$ cat src/rtl/uart_tx_arbiter.sv
// Round-robin arbiter sharing one UART transmitter among four byte requesters.
// Define UART_ARB_TIMEOUT_EN to bound the wait for tx_done and raise a sticky err.
module uart_tx_arbiter #(
    parameter int TIMEOUT_CYC = 64
) (
    input  logic        clk,
    input  logic        rst,
    input  logic [3:0]  req,
    input  logic [31:0] req_data,
    output logic [3:0]  ack,
    output logic        tx_start,
    output logic [7:0]  tx_data,
    input  logic        tx_busy,
    input  logic        tx_done,
    output logic [1:0]  grant_id,
    output logic        busy,
    output logic        err
);

    typedef enum logic [1:0] {
        IDLE      = 2'd0,
        LAUNCH    = 2'd1,
        WAIT_DONE = 2'd2
    } state_t;

    state_t     state;
    logic [1:0] last_grant;
    logic [1:0] winner;
    logic [1:0] idx;
    logic [7:0] win_byte;

    // Scan downward so the closest requester after last_grant is assigned last.
    always_comb begin
        winner = 2'd0;
        idx    = 2'd0;
        for (int i = 4; i >= 1; i--) begin
            idx = last_grant + 2'(i);
            if (req[idx]) begin
                winner = idx;
            end
        end
        win_byte = req_data[8*winner +: 8];
    end

`ifdef UART_ARB_TIMEOUT_EN
    localparam int CW = (TIMEOUT_CYC > 2) ? $clog2(TIMEOUT_CYC) : 1;
    localparam logic [CW-1:0] TMO_LAST = CW'(TIMEOUT_CYC - 1);

    logic [CW-1:0] tmo_cnt;
`else
    assign err = (TIMEOUT_CYC < 0);
`endif

    always_ff @(posedge clk or negedge rst) begin
        if (!rst) begin
            state      <= IDLE;
            ack        <= 4'b0000;
            tx_start   <= 1'b0;
            tx_data    <= 8'h00;
            grant_id   <= 2'd0;
            busy       <= 1'b0;
            last_grant <= 2'd3;
`ifdef UART_ARB_TIMEOUT_EN
            err        <= 1'b0;
            tmo_cnt    <= '0;
`endif
        end else begin
            unique case (state)
                IDLE: begin
                    if (|req && !tx_busy) begin
                        state      <= LAUNCH;
                        tx_data    <= win_byte;
                        grant_id   <= winner;
                        last_grant <= winner;
                        ack        <= 4'b0001 << winner;
                        tx_start   <= 1'b1;
                        busy       <= 1'b1;
                    end
                end
                LAUNCH: begin
                    ack      <= 4'b0000;
                    tx_start <= 1'b0;
                    state    <= WAIT_DONE;
`ifdef UART_ARB_TIMEOUT_EN
                    tmo_cnt  <= '0;
`endif
                end
                WAIT_DONE: begin
                    if (tx_done) begin
                        state <= IDLE;
                        busy  <= 1'b0;
`ifdef UART_ARB_TIMEOUT_EN
                    end else if (tmo_cnt == TMO_LAST) begin
                        state <= IDLE;
                        busy  <= 1'b0;
                        err   <= 1'b1;
                    end else begin
                        tmo_cnt <= tmo_cnt + 1'b1;
`endif
                    end
                end
                default: begin
                    state <= IDLE;
                    busy  <= 1'b0;
                end
            endcase
        end
    end

endmodule

$ cat config.mk
export PLATFORM = sky130hd
export DESIGN_NAME = uart_tx_arbiter
export DESIGN_NICKNAME = d
export VERILOG_FILES = /design/src/rtl/uart_tx_arbiter.sv
export SDC_FILE = /design/constraint.sdc
export NUM_CORES = 1
export LEC_CHECK = 0
export CORE_MARGIN = 5
export CORE_UTILIZATION = 44
export CTS_BUF_LIST = sky130_fd_sc_hd__clkbuf_4 sky130_fd_sc_hd__clkbuf_8
export CTS_CLUSTER_SIZE = 25
export DETAILED_ROUTE_END_ITERATION = 8
export MAX_ROUTING_LAYER = met4
export PLACE_DENSITY = 0.92
export RECOVER_POWER = 25
export SLEW_MARGIN = 0
export SYNTH_ARGS = -nofsm -noshare
export SYNTH_HDL_FRONTEND = slang
export SYNTH_SLANG_ARGS = --single-unit
$ cat constraint.sdc
create_clock -name clk -period 2.9 [get_ports clk]
set_input_delay 0.58 -clock clk [delete_from_list [all_inputs] [get_ports clk]]
set_output_delay 0.58 -clock clk [all_outputs]
set_load 0.01 [all_outputs]
## After elaboration in Yosys (flattened, before gate mapping)

Index checks and enable logic that the tools add are counted.

| word-level totals | value |
|---|---|
| register bits after elaboration | 20 |
| output and inout port bits | 17 |
| logic and storage cells | 51 |

| cells by class | value |
|---|---|
| $add $sub $neg | 3 |
| $lt $le $gt $ge | 4 |
| equality and inequality tests | 4 |
| shift-type cells | 2 |
| muxes and demuxes | 21 |
| bitwise gates (word level) | 1 |
| reduce and logical (&&, ||, !) cells | 9 |

Operators by type and width:

| kind | count |
|---|---|
| 32-bit by 6-bit variable part select with 8-bit output | 1 |
| 2-bit by 3-bit less-than comparator with 1-bit output (second input constant) | 4 |
| 2-bit two-way mux | 6 |
| 1-bit binary-select mux with 2-bit select | 4 |
| 4-bit case mux with 2 select lines | 1 |
| 1-bit two-way mux | 6 |
| 2-bit case mux with 3 select lines | 1 |
| 2-bit AND reduction | 3 |
| 2-bit adder (second input constant) | 2 |
| 4-bit two-way mux | 1 |
| 2-bit != test (second input constant) | 2 |
| 4-bit OR reduction | 1 |
| 1-bit by 2-bit left shift with 4-bit output (first input constant) | 1 |
| 1-bit case mux with 3 select lines | 1 |
| 3-bit AND reduction | 1 |
| 2-bit by 1-bit adder with 2-bit output (second input constant) | 1 |
| 2-bit by 1-bit == test with 1-bit output (second input constant) | 1 |
| 2-bit == test (second input constant) | 1 |
| 2-bit logical NOT | 1 |
| 1-bit case mux with 2 select lines | 1 |
| 2-bit nonzero test | 1 |
| 1-bit logical AND | 1 |
| 1-bit logical NOT | 1 |
| 1-bit inverter | 1 |

## Logic depth before layout (Yosys ltp)

| logic depth | value |
|---|---|
| depth in word-level cells | 9 |
| gate-level depth with buffers | 6 |

## Worst setup path before layout

Ideal clock, no wire load.

| timing path | value |
|---|---|
| kind | input -> register |
| start point | input port req[1] |
| end point | register tx_data[0] |
| arrival time | 1.669 ns |
| required time | 2.760 ns |
| setup slack | 1.091 ns |
| stages on the path | 6 |
| buffers on the path | 1 |
| cells stage by stage | nor2b_1 o21bai_2 and2_4 buf_6 a2111oi_0 a211oi_1 |

| between the ends | value |
|---|---|
| word-level cells in the longest chain between the ends | 7 |

RTL lines:

| item | line | source |
|---|---|---|
| from (decl) | 8 | `input logic [3:0] req,` |
| 1-bit binary-select mux with 2-bit select | 38 | `if (req[idx]) begin` |
| 1-bit two-way mux (implied by the code) | 38 |  |
| 2-bit two-way mux (4 in a row) | 38 |  |
| 32-bit by 6-bit variable part select with 8-bit output | 42 | `win_byte = req_data[8*winner +: 8];` |
| to (signal assigned) | 72 | `tx_data <= win_byte;` |
| to (decl) | 12 | `output logic [7:0] tx_data,` |

Parallel ways exist; a longest one is shown, timed or not. The select of a mux whose other input is x is not followed.
A chain may end at the register's enable or synchronous reset.

## Final worst setup path

| timing path | value |
|---|---|
| start point | input port req[0] |
| end point | register tx_data[6] |

Same word-level chain as after synthesis.

==> summary.txt <==
===============================================================================================
Utilization after layout                                                                  70.3%
CP required                                                                             3.05 ns
Result of the run                                                                  complete, no violations
Pleak                                                                                  0.718 nW
ANT nets after route                                                                          0
Total Nets Final                                                                            208
Routed wire per std cell                                                                16.3 um
Count leader, synth                                                                     dfrtp_1
CTS HTree Levels                                                                              1
FF+latch count, synth                                                                        20
Finished Layout Cells                                                                       197
Maximum fanout count along the critical path                                                 10
Count of different cell masters after synthesis                                              29
Antenna violations before repair                                                              0
Share of post-route cells with drive strength above 1                                     9.58%
Number of instances in the synthesized netlist                                              111
Category of the critical setup timing path                                            in -> reg
Vias                                                                                      1,115
Clock input transition at the sequential cells of the worst setup and hold paths        0.11 ns
Number of standard-cell rows in the floorplan                                                18
Hold Violations, Final                                                                        0
Most used standard cells in the synthesized netlist                                dfrtp_1 (18), nor2_1 (12)
Max transition margin                                                                     42.2%
Die Outline Area                                                                     3650 sq um
Top cells by area, synth                                                           dfrtp_1 (40%), mux2i_1 (8.0%), a2111oi_0 (6.3%)
Power after layout                                                                      1.44 mW
Minimum clock period                                                                    2.46 ns
Cell taking the most area after synthesis                                               dfrtp_1
Total of endpoints with negative setup slack in the final report                              0
Number of buffers on the longest clock path                                                   2
Class of the most critical hold timing path                                          reg -> reg
Pin count of the biggest net entering global routing                                         21
Power per standard cell area                                                        834 nW/um^2
TritonCTS clock tree                                                                       done
Setup repair after global routing missed its margin                                       false
Clock insertion delay at the later pin of the skew report                               0.29 ns
Post-route DRC violation count                                                                0
TritonCTS Buffers                                                                             3
DR pass1 iterations                                                                           4
Post-synth EDFFs                                                                              0
Synth top area share                                                                      40.2%
Area of the core                                                                     2450 sq um
Crit start category                                                                  input port
Period utilization                                                                        84.8%
WL final                                                                                3200 um
Maximum clock rate                                                                    0.407 GHz
Placed insts                                                                                193
Wire length of the first global-routing pass                                            5180 um
Worst Setup End Kind                                                                  flip-flop
Worst setup skew after layout                                                         0.0102 ns
Transition time of the tightest slew-check pin                                         0.865 ns
Clock sink count                                                                             20
Fillcell total                                                                              192
GRT Total Usage                                                                           19.5%
Layout overhead on the synthesized area                                                   54.1%
Overflow left after global routing                                                            0
Number of vias per cell                                                                    5.66
Vias in the first global route                                                            1,236
Max_cap viols                                                                                 0
Initial drt markers                                                                          19
RePlAce Congestion                                                                        0.894
Worst supply voltage drop on vdd                                                       0.584 mV
I/O pin total                                                                                57
Prevailing post-synth register cell                                                     dfrtp_1
Estimated wirelength of the detail-placed design                                        2460 um
Buffers added on ports                                                                       55
Clock root buffer                                                                      clkbuf_4
Die height                                                                              60.5 um
Total negative slack                                                                       0 ns
Fraction of registers with async set/reset                                                 100%
Die span in x                                                                           60.5 um
Final Slew Violations                                                                         0
Net count after synthesis                                                                   151
Arrival time reported for the critical path endpoint                                    2.61 ns
Antenna diode count                                                                           0
Post-synthesis instance area                                                         1120 sq um
Effective utilization at floorplan                                                        45.6%
Number of warnings printed during yosys synthesis                                             0
Synthesized area divided by synthesized cell count                                   10.1 sq um
Register area share after synthesis                                                       44.9%
===============================================================================================
state kept, by name, indices dropped and copies added (netlist names):
name        count
grant_id        2
busy            1
ack             4
tx_data         8
tx_start        1
last_grant      2
state           2
where the power goes:
| part | switching (mW) | internal (mW) |
|---|---|---|
| registers | 0.0991 | 0.422 |
| logic | 0.369 | 0.408 |
| clock network | 0.0772 | 0.0627 |
routing by layer:
layer / part of all wire (%) / global-route usage [%] / vias to the layer above / wire, um
met5: 0 / - / - / 0
met4: 1.8 / 7.12 / 0 / 59
met3: 7.0 / 4.89 / 8 / 224
met2: 49 / 31.5 / 56 / 1570
met1: 42 / 23.5 / 528 / 1350
li1: - / - / 523 / -
cell families after synthesis:
kind of cell / share of synthesized area, %
other: 0.335
AO/OA/AOI/OAI: 28.5
buffers and inverters: 4.92
multiplexers: 8.05
AND/OR/NAND/NOR: 13.3
flip-flops: 44.9
timing repair:
item	4_1_cts	5_1_grt
setup endpoints to repair	0	8
resized for setup	0	1
hold buffers	0	0
setup buffers	0	0
cell type report:
class | instances | area, sq um | area share, %
Inverter | 2 | 7.51 | 0.435
Multi-Input combinational cell | 82 | 567 | 32.9
Clock buffer | 4 | 30.0 | 1.74
Tap cell | 30 | 37.5 | 2.18
Sequential cell | 20 | 503 | 29.2
Timing Repair Buffer | 59 | 581 | 33.6
worst paths after layout:
check                               from     endpoint  slack, ns  cells past startpoint
min reg2reg                         busy         busy       0.50                      2
max                               req[0]   tx_data[6]       0.44                      6
max reg2reg                last_grant[1]   tx_data[5]       0.87                      6
max in group asynchronous            rst   tx_data[4]       1.53                      1
min in group asynchronous            rst  grant_id[0]       0.83                      1
min                                 busy         busy       0.50                      2
cells in the final DEF (no fill, tap or decap):
| master | Yosys | final |
|---|---|---|
| buf_4 | 1 | 4 |
| o21bai_2 | 1 | 1 |
| a2bb2oi_2 | 1 | 1 |
| inv_2 | 1 | 1 |
| mux2i_1 | 9 | 9 |
| nand3_1 | 6 | 6 |
| o31ai_1 | 2 | 2 |
| nor2b_1 | 1 | 1 |
| nand2_1 | 9 | 9 |
| a211oi_2 | 0 | 1 |
| clkdlybuf4s50_1 | 0 | 53 |
| conb_1 | 1 | 1 |
| nand2b_1 | 1 | 1 |
| a21o_1 | 2 | 2 |
| a211oi_1 | 9 | 8 |
| nor3_1 | 1 | 1 |
| inv_1 | 1 | 1 |
| nor2_1 | 12 | 12 |
| a2111oi_0 | 8 | 8 |
| or2b_1 | 1 | 1 |
| o41ai_4 | 1 | 1 |
| dfstp_2 | 2 | 2 |
| a21boi_0 | 9 | 9 |
| and2_1 | 1 | 1 |
| dlygate4sd3_1 | 0 | 2 |
| dfrtp_1 | 18 | 18 |
| clkbuf_4 | 0 | 4 |
| and2_4 | 1 | 1 |
| o21ai_0 | 3 | 3 |
| a21oi_1 | 3 | 3 |
through the flow:
| step | worst slack [ns] | instance area (sq um) | hold WS [ns] |
|---|---|---|---|
| after floorplan | 1.09 | 1120 | 0.284 |
| after global placement | 0.0736 | 1690 | 0.459 |
| after detailed placement | -0.0875 | 1690 | 0.478 |
| after CTS | 0.212 | 1720 | 0.505 |
| after global routing | 0.290 | 1730 | 0.546 |
| final | 0.442 | 1730 | 0.499 |
worst max-delay path, cell delays in order:
cell	delay [ns]
clkdlybuf4s50_1	0.52
o21ai_0	0.23
o21ai_0	0.15
a211oi_2	0.58
and2_1	0.42
a211oi_1	0.13
(Power assumes the default switching activity.)
